`src/rtl/gate_lab_tester.sv`:
```
// gate_lab_tester: sequential stimulus/response tester for the two-input gate
// lab block. Drives {a,b} = 00,01,10,11, waits SETTLE_CYCLES after each change,
// samples the 7 gate outputs and accumulates per-gate mismatch flags.
// Optional feature macro: GATE_TESTER_FIRST_FAIL_EN adds first_fail_valid and
// first_fail_idx, which capture the first vector of a run that mismatched.
module gate_lab_tester #(
  parameter int SETTLE_CYCLES = 2,
  parameter int CNT_W         = 4
) (
  input  logic       clk,
  input  logic       rst_n,
  input  logic       start,
  output logic       stim_a,
  output logic       stim_b,
  input  logic [6:0] dut_out,
  output logic       busy,
  output logic       done,
  output logic       pass,
  output logic [6:0] fail_vec,
  output logic [2:0] fail_count
`ifdef GATE_TESTER_FIRST_FAIL_EN
  ,
  output logic       first_fail_valid,
  output logic [1:0] first_fail_idx
`endif
);

  typedef enum logic [2:0] {
    ST_IDLE,
    ST_DRIVE,
    ST_SETTLE,
    ST_CHECK,
    ST_DONE
  } state_t;

  // SETTLE lasts SETTLE_CYCLES cycles, so the counter is loaded with one less;
  // the zero-settle build never enters SETTLE, so its load value is unused.
  localparam int SETTLE_LOAD_INT = (SETTLE_CYCLES > 0) ? SETTLE_CYCLES - 1 : 0;
  localparam logic [CNT_W-1:0] SETTLE_LOAD = CNT_W'(SETTLE_LOAD_INT);

  state_t           state_q, state_d;
  logic [1:0]       idx_q, idx_d;
  logic [CNT_W-1:0] cnt_q, cnt_d;
  logic [1:0]       stim_q, stim_d;
  logic             pass_q, pass_d;
  logic [6:0]       fail_vec_q, fail_vec_d;
  logic [2:0]       fail_count_q, fail_count_d;
  logic [6:0]       mism;
`ifdef GATE_TESTER_FIRST_FAIL_EN
  logic             ff_valid_q, ff_valid_d;
  logic [1:0]       ff_idx_q, ff_idx_d;
`endif

  // Golden truth table, bit 6..0 = xnor, xor, nor, nand, not a, or, and.
  function automatic logic [6:0] expected_gates(input logic a, input logic b);
    return {~(a ^ b), a ^ b, ~(a | b), ~(a & b), ~a, a | b, a & b};
  endfunction

  // Next-state and result bookkeeping for the test sequence.
  always_comb begin
    state_d      = state_q;
    idx_d        = idx_q;
    cnt_d        = cnt_q;
    stim_d       = stim_q;
    pass_d       = pass_q;
    fail_vec_d   = fail_vec_q;
    fail_count_d = fail_count_q;
`ifdef GATE_TESTER_FIRST_FAIL_EN
    ff_valid_d   = ff_valid_q;
    ff_idx_d     = ff_idx_q;
`endif
    mism = dut_out ^ expected_gates(idx_q[1], idx_q[0]);

    case (state_q)
      ST_IDLE: begin
        if (start) begin
          fail_vec_d   = 7'd0;
          fail_count_d = 3'd0;
          pass_d       = 1'b0;
          idx_d        = 2'd0;
`ifdef GATE_TESTER_FIRST_FAIL_EN
          ff_valid_d   = 1'b0;
          ff_idx_d     = 2'd0;
`endif
          state_d      = ST_DRIVE;
        end
      end
      ST_DRIVE: begin
        stim_d  = idx_q;
        cnt_d   = SETTLE_LOAD;
        state_d = (SETTLE_CYCLES == 0) ? ST_CHECK : ST_SETTLE;
      end
      ST_SETTLE: begin
        if (cnt_q == '0) begin
          state_d = ST_CHECK;
        end else begin
          cnt_d = cnt_q - 1'b1;
        end
      end
      ST_CHECK: begin
        fail_vec_d = fail_vec_q | mism;
        if (|mism) begin
          fail_count_d = fail_count_q + 3'd1;
        end
`ifdef GATE_TESTER_FIRST_FAIL_EN
        if ((|mism) && !ff_valid_q) begin
          ff_valid_d = 1'b1;
          ff_idx_d   = idx_q;
        end
`endif
        if (idx_q == 2'd3) begin
          state_d = ST_DONE;
        end else begin
          idx_d   = idx_q + 2'd1;
          state_d = ST_DRIVE;
        end
      end
      ST_DONE: begin
        pass_d  = (fail_vec_q == 7'd0);
        state_d = ST_IDLE;
      end
      default: begin
        state_d = ST_IDLE;
      end
    endcase
  end

  // State and result registers; reset discards any partial run.
  always_ff @(posedge clk or negedge rst_n) begin
    if (!rst_n) begin
      state_q      <= ST_IDLE;
      idx_q        <= 2'd0;
      cnt_q        <= '0;
      stim_q       <= 2'd0;
      pass_q       <= 1'b0;
      fail_vec_q   <= 7'd0;
      fail_count_q <= 3'd0;
`ifdef GATE_TESTER_FIRST_FAIL_EN
      ff_valid_q   <= 1'b0;
      ff_idx_q     <= 2'd0;
`endif
    end else begin
      state_q      <= state_d;
      idx_q        <= idx_d;
      cnt_q        <= cnt_d;
      stim_q       <= stim_d;
      pass_q       <= pass_d;
      fail_vec_q   <= fail_vec_d;
      fail_count_q <= fail_count_d;
`ifdef GATE_TESTER_FIRST_FAIL_EN
      ff_valid_q   <= ff_valid_d;
      ff_idx_q     <= ff_idx_d;
`endif
    end
  end

  assign stim_a     = stim_q[1];
  assign stim_b     = stim_q[0];
  assign busy       = (state_q != ST_IDLE);
  assign done       = (state_q == ST_DONE);
  assign pass       = pass_q;
  assign fail_vec   = fail_vec_q;
  assign fail_count = fail_count_q;
`ifdef GATE_TESTER_FIRST_FAIL_EN
  assign first_fail_valid = ff_valid_q;
  assign first_fail_idx   = ff_idx_q;
`endif

endmodule

```
`config.mk`:
```
export PLATFORM = sky130hd
export DESIGN_NAME = gate_lab_tester
export DESIGN_NICKNAME = d
export VERILOG_FILES = /design/src/rtl/gate_lab_tester.sv
export SDC_FILE = /design/constraint.sdc
export NUM_CORES = 1
export LEC_CHECK = 0
export CAP_MARGIN = 20
export CORE_ASPECT_RATIO = 0.6
export CORE_MARGIN = 2
export CORE_UTILIZATION = 54
export CTS_CLUSTER_DIAMETER = 50
export DETAILED_ROUTE_END_ITERATION = 8
export PLACE_DENSITY_LB_ADDON = 0.1
export SETUP_SLACK_MARGIN = 0.2
export SYNTH_ARGS = -nofsm -noshare
export SYNTH_HDL_FRONTEND = slang
export SYNTH_SLANG_ARGS = --single-unit
```
`constraint.sdc`:
```
create_clock -name clk -period 6.6 [get_ports clk]
set_clock_uncertainty 0.15 [all_clocks]
set_input_delay 0.66 -clock clk [delete_from_list [all_inputs] [get_ports clk]]
set_output_delay 0.66 -clock clk [all_outputs]
set_load 0.005 [all_outputs]
```
==> impl_metrics.ini, run 1 <==
[final_layout]
drive_above_1_share_pct = 10.9
area_growth_pct = 24.0
multi_input_area_um2 = 611
fill_cells = 170
area.sequential_um2 = 551
final_core_util_pct = 70.5
layout.nets = 155
num_antenna_cells = 0

[min_path]
hold_start = cnt_q[0]$_DFFE_PN0P_
hp-class = reg2reg
whs_path_depth = 1
min_to = cnt_q[0]$_DFFE_PN0P_

[critical_path]
crit_path_max_incr_delay_ns = 0.56
rrSetupSlack_ns = 4.32
reg2reg_depth = 6
endpoint_kind = primary output
start_kind = register
reg2reg_from = idx_q[1]$_DFFE_PN0P_
cp_num_buf_inv = 1
r2r_end = fail_count[0]$_DFFE_PN0P_
arrival_ns = 1.69
slowest_stage = clkdlybuf4s50_1
crit_fanout = 10
critical_path_class = reg2out
worstPathCellList = nor3b_1, clkdlybuf4s50_1
crit_family = buffers and inverters
cp_data_required_time_ns = 5.79

[synthesis]
synthesis.nets = 132
synth_compound_area_share_pct = 11.4
yosys_warnings = 0
synth_flop_cell = dfrtp_1
synth_xor_area_share_pct = 7.18
synthSimpleGateAreaFrac_pct = 20.5
synth_seq_cells = 22
netlist_area_mm2 = 0.00122
synth_fa_ha_area_share_pct = 6.15
postSynthCellCount = 116
synth_top_area_share_pct = 45.1
avgSynthCellArea_um2 = 10.5
synth_top_cells_by_area = dfrtp_1, ha_1, nor2_1, a21oi_1, xnor2_1
synth_top_family_by_area = simple AND/OR/NAND/NOR gates
seq_area_frac_synth_pct = 45.1
yosysTopAreaCell = dfrtp_1
yosysUniqueCellTypes = 38
synth-async-reset-ratio_pct = 100
synth_edf_count = 0
synth_mux_area_share_pct = 4.82

[timing]
min_period_over_period_pct = 37.8
hold_viol = 0
max_freq_ghz = 0.400
setup_tns_ns = 0
rsz0062_at_grt = false
hold_ws_ns = 0.360
setup_violations = 0
drv_slew = 0
max_slew_margin_pct = 35.9
layout_setup_ws_ns = 4.10
fin_crit_ns = 2.50
tightest_slew_ns = 0.958

[drt]
wl_per_cell_um = 14.9
drc_errors = 0
drt-total-wl_mm = 2.51
ant_nets = 0
dr.pass1.iters = 4
avgViaCountPerCell = 5.36
vias = 900
dr.first_iter.drc_count = 57

[global_routing]
grt_max_degree = 23
antenna_found_initial = 0
grt_util_all_layers_pct = 20.8
grt_pass1_wl_mm = 3.97
grt.overflow.total = 0
grt_pass1_vias = 882

[clock_tree]
post-cts-setup-buffers = 0
cts_tree = built
clk_latency_ns = 0.26
htreeDepth = 1
clkSinkCount = 22
cts_hold_buf = 0
cts-root-buf = clkbuf_8
cts_buffer_depth = 2
clk_pin_slew_ns = 0.08
cts_buffers = 3
ctsResizeCount = 0

[floorplan]
core_mm2 = 0.00215
start_util_pct = 56.8
fp.dieH_um = 40.8
ios = 25
die_w_um = 65.4
die_area_mm2 = 0.00267
row_count = 13

[pwr]
power_frac_comb_pct = 50.2
p_sw_share_pct = 38.3
vdd_drop_max_uv = 306
p_switching_w = 0.000275
clkPwrFrac_pct = 13.2
power_density_mw_per_mm2 = 474
total_power_w = 0.000717
leakage_nw = 0.638
p_int_w = 0.000443
p_seq_share_pct = 36.6

[placed_design]
io_buffers = 24
dp.final_hpwl_mm = 1.90
place_congestion = 0.718
place_ws_ns = 4.05

[status]
status = finished clean

[flow_run]
cap_viol_max_count = 0
[logic make-up after synthesis]
family / after synthesis
flops: 22
mux: 5
compound gates: 20
simple gates: 42
xor+xnor: 10
fa+ha+maj: 6
buf+inv: 11
[worst reg2reg max path, cell delays in order, from the launching register on]
cell and delay, ns:
dfrtp_1 0.46, inv_1 0.07, ha_1 0.35, or3b_2 0.50, a21oi_2 0.24, a21oi_1 0.12
mux2_4 0.28
[worst max path at each step]
stage | startpoint | to | slack [ns] | depth (start not counted)
floorplan | idx_q[1]$_DFFE_PN0P_ | fail_count[0]$_DFFE_PN0P_ | 4.51 | 6
global placement | start | fail_count[0]$_DFFE_PN0P_ | 4.12 | 5
finish | state_q[2]$_DFFE_PN0P_ | done | 4.10 | 2
detailed placement | dut_out[1] | fail_count[0]$_DFFE_PN0P_ | 4.05 | 5
CTS | state_q[2]$_DFFE_PN0P_ | done | 4.10 | 2
global route | state_q[2]$_DFFE_PN0P_ | done | 3.94 | 2
[layout make-up]
cell class | count | area share, %
multi-input cells | 83 | 40.4
flip-flops and latches | 22 | 36.4
repair buffers | 24 | 15.9
clock buffers | 4 | 3.64
well taps | 30 | 2.48
inverters | 5 | 1.24
[layout by cell type (no fill, tap or decap), types with 4 or more instances in the layout]
cell,n
nand3b_1,4
inv_1,5
clkdlybuf4s50_1,24
nor3_1,4
dfrtp_1,22
xor2_1,5
nor2_1,14
ha_1,6
clkbuf_8,4
a21oi_1,9
xnor2_1,5
[metal layers]
layer	up-vias	track usage, %	share of wire [%]	wire, µm
met5	-	0	0	0
met1	432	28.1	50	1250
met2	22	34.9	45	1140
met4	0	3.65	0.52	13
li1	444	-	-	-
met3	2	5.77	4.1	102
[registers in the layout, summed over array words and instances (netlist names)]
signal,count
state_q,3
pass,1
fail_vec,7
stim_q,2
idx_q,2
fail_count,3
cnt_q,4
[per-stage QoR]
step,area (µm²),cells
finish,1510,168
global route,1510,168
CTS,1510,168
detailed placement,1460,164
global placement,1460,164
floorplan,1220,116
[Yosys cell counts (all sizes together), types with 2 or more instances]
| library cell | instances |
|---|---|
| clkbuf | 2 |
| inv | 5 |
| or3b | 3 |
| mux2 | 4 |
| nor2 | 15 |
| dfrtp | 22 |
| xor2 | 5 |
| nand3 | 3 |
| buf | 4 |
| nor3b | 3 |
| ha | 6 |
| a21oi | 10 |
| nand2 | 2 |
| xnor2 | 5 |
| nand3b | 4 |
| and2 | 3 |
| nor3 | 4 |
| a22o | 2 |
[power groups by stage]
stage	sequential (W)	clock [W]	combinational (W)
final	0.000263	0.0000949	0.000360
after global routing	0.000272	0.000105	0.000399
after CTS	0.000262	0.0000964	0.000363
after detailed placement	0.000263	0	0.000357
after global placement	0.000259	0	0.000345
after floorplan	0.000239	0	0.000257
No activity file was read; power rests on OpenSTA's default activity.
==> run 2, diff against run 1 <==
Settings changed: CORE_UTILIZATION 54 to 45.
Clock period 6.6 ns to 2.27 ns, I/O delays scaled along.
==> run 2 against run 1 <==
- clock-buffer cell count is the same
- sequential power grew to 2.9 times the previous value
- utilization shrank 8.4 points
- register-to-register slack lost 4.0 ns
- critical path type unchanged
==> impl_metrics.ini, run 2 (synthesis results as in run 1) <==
[status]
status = finished clean

[final_layout]
largest_register_ffs = 7
area_growth_pct = 29.1
layout.nets = 159
layout_commonest_cell = clkdlybuf4s50_1
fill_cells = 215
multi_input_area_um2 = 638
num_antenna_cells = 0
area.sequential_um2 = 553
layout_common_cells = clkdlybuf4s50_1, dfrtp_1, nor2_1
drive_above_1_share_pct = 17.6

[drt]
wl_per_cell_um = 14.8
dr.first_iter.drc_count = 49
vias = 910
dr.pass1.iters = 4
ant_nets = 0
drt-total-wl_mm = 2.58
avgViaCountPerCell = 5.23
drc_errors = 0

[timing]
hold_viol = 0
hold_ws_ns = 0.153
setup_tns_ns = 0
rsz0062_at_grt = false
min_period_over_period_pct = 88.3
max_freq_ghz = 0.499
drv_slew = 0
tightest_slew_ns = 0.467
fin_crit_ns = 2.01
max_slew_margin_pct = 68.6
setup_violations = 0

[critical_path]
reg2reg_depth = 6
cp_num_buf_inv = 1
slowest_stage = dfrtp_1
reg2reg_from = idx_q[0]$_DFFE_PN0P_
start_kind = register
critical_path_class = reg2out
cp-startpoint = state_q[0]$_DFFE_PN0P_
crit_fanout = 10
crit_family = flip-flops
crit_end = busy
cp_data_required_time_ns = 1.89
rrSetupSlack_ns = 0.28
endpoint_kind = primary output
r2r_end = fail_count[0]$_DFFE_PN0P_
worstPathCellList = or3_1, clkdlybuf4s50_1
crit_path_max_incr_delay_ns = 0.52
path_depth = 2
arrival_ns = 1.63

[clock_tree]
cts-root-buf = clkbuf_8
htreeDepth = 1
cts_buffer_depth = 2
clk_latency_ns = 0.26
cts_buffers = 3
clk_pin_slew_ns = 0.08
cts_tree = built
clkSinkCount = 22

[placed_design]
place_congestion = 0.754
dp.final_hpwl_mm = 1.87
io_buffers = 24

[pwr]
vdd_drop_max_uv = 810
power_density_mw_per_mm2 = 1380
total_power_w = 0.00217
leakage_nw = 0.659

[global_routing]
grt_util_all_layers_pct = 18.3
grt_pass1_wl_mm = 4.34
antenna_found_initial = 0
grt_max_degree = 23
grt_pass1_vias = 876
grt.overflow.total = 0

[floorplan]
core_mm2 = 0.00254
die_area_mm2 = 0.00316
start_util_pct = 48.0
fp.dieH_um = 44.3
die_w_um = 71.2
row_count = 14
ios = 25

[flow_run]
cap_viol_max_count = 0

[min_path]
hp-class = in2async
[run 2: per-stage QoR]
stage,setup slack [ns],std cells,utilization [%],instance area [µm²]
floorplan,0.271,116,-,1230
global placement,0.197,169,58.9,1500
detailed placement,0.142,169,58.9,1500
CTS,0.240,174,61.9,1570
global route,0.210,174,62.0,1580
finish,0.265,174,62.0,1580
[run 2: how the worst min path moves through the flow]
stage | to | slack (ns)
2_1_floorplan | cnt_q[0]$_DFFE_PN0P_ | -0.22
3_3_place_gp | cnt_q[0]$_DFFE_PN0P_ | 0.34
3_5_place_dp | cnt_q[0]$_DFFE_PN0P_ | 0.35
4_1_cts | fail_count[1]$_DFFE_PN0P_ | 0.16
5_1_grt | cnt_q[1]$_DFFE_PN0P_ | 0.18
6_report | cnt_q[1]$_DFFE_PN0P_ | 0.15
[run 2: worst register-to-register path: stages (launching register included)]
cell and delay [ns]:
dfrtp_1 0.39, buf_4 0.16, ha_1 0.24, xor2_1 0.19
a211oi_2 0.33, a21oi_1 0.14, mux2_4 0.28
[run 2: final cells by class]
class	count	area share, %
multi-input combinational	83	40.5
tap	32	2.54
timing repair buffer	28	17.2
inverter	5	1.19
sequential	22	35.1
clock buffer	4	3.49
[run 2: report_power, final]
part,internal [W],switching (W)
Sequential,0.000567,0.000187
Combinational,0.000633,0.000501
Clock,0.000155,0.000127
[run 2: what timing repair did]
action,CTS,global route
setup endpoints to repair,2,3
buffers inserted,1,0
hold buffers,0,0
pin swaps,0,2
resized for setup,3,5
[run 2: metal layers]
layer	GRT usage, %	share of wire, %	up-vias	wire length, µm
met5	0	0	-	0
met1	28.6	54	426	1400
met4	3.40	0.74	0	19
met2	25.4	39	28	999
met3	5.01	6.2	2	160
li1	-	-	454	-
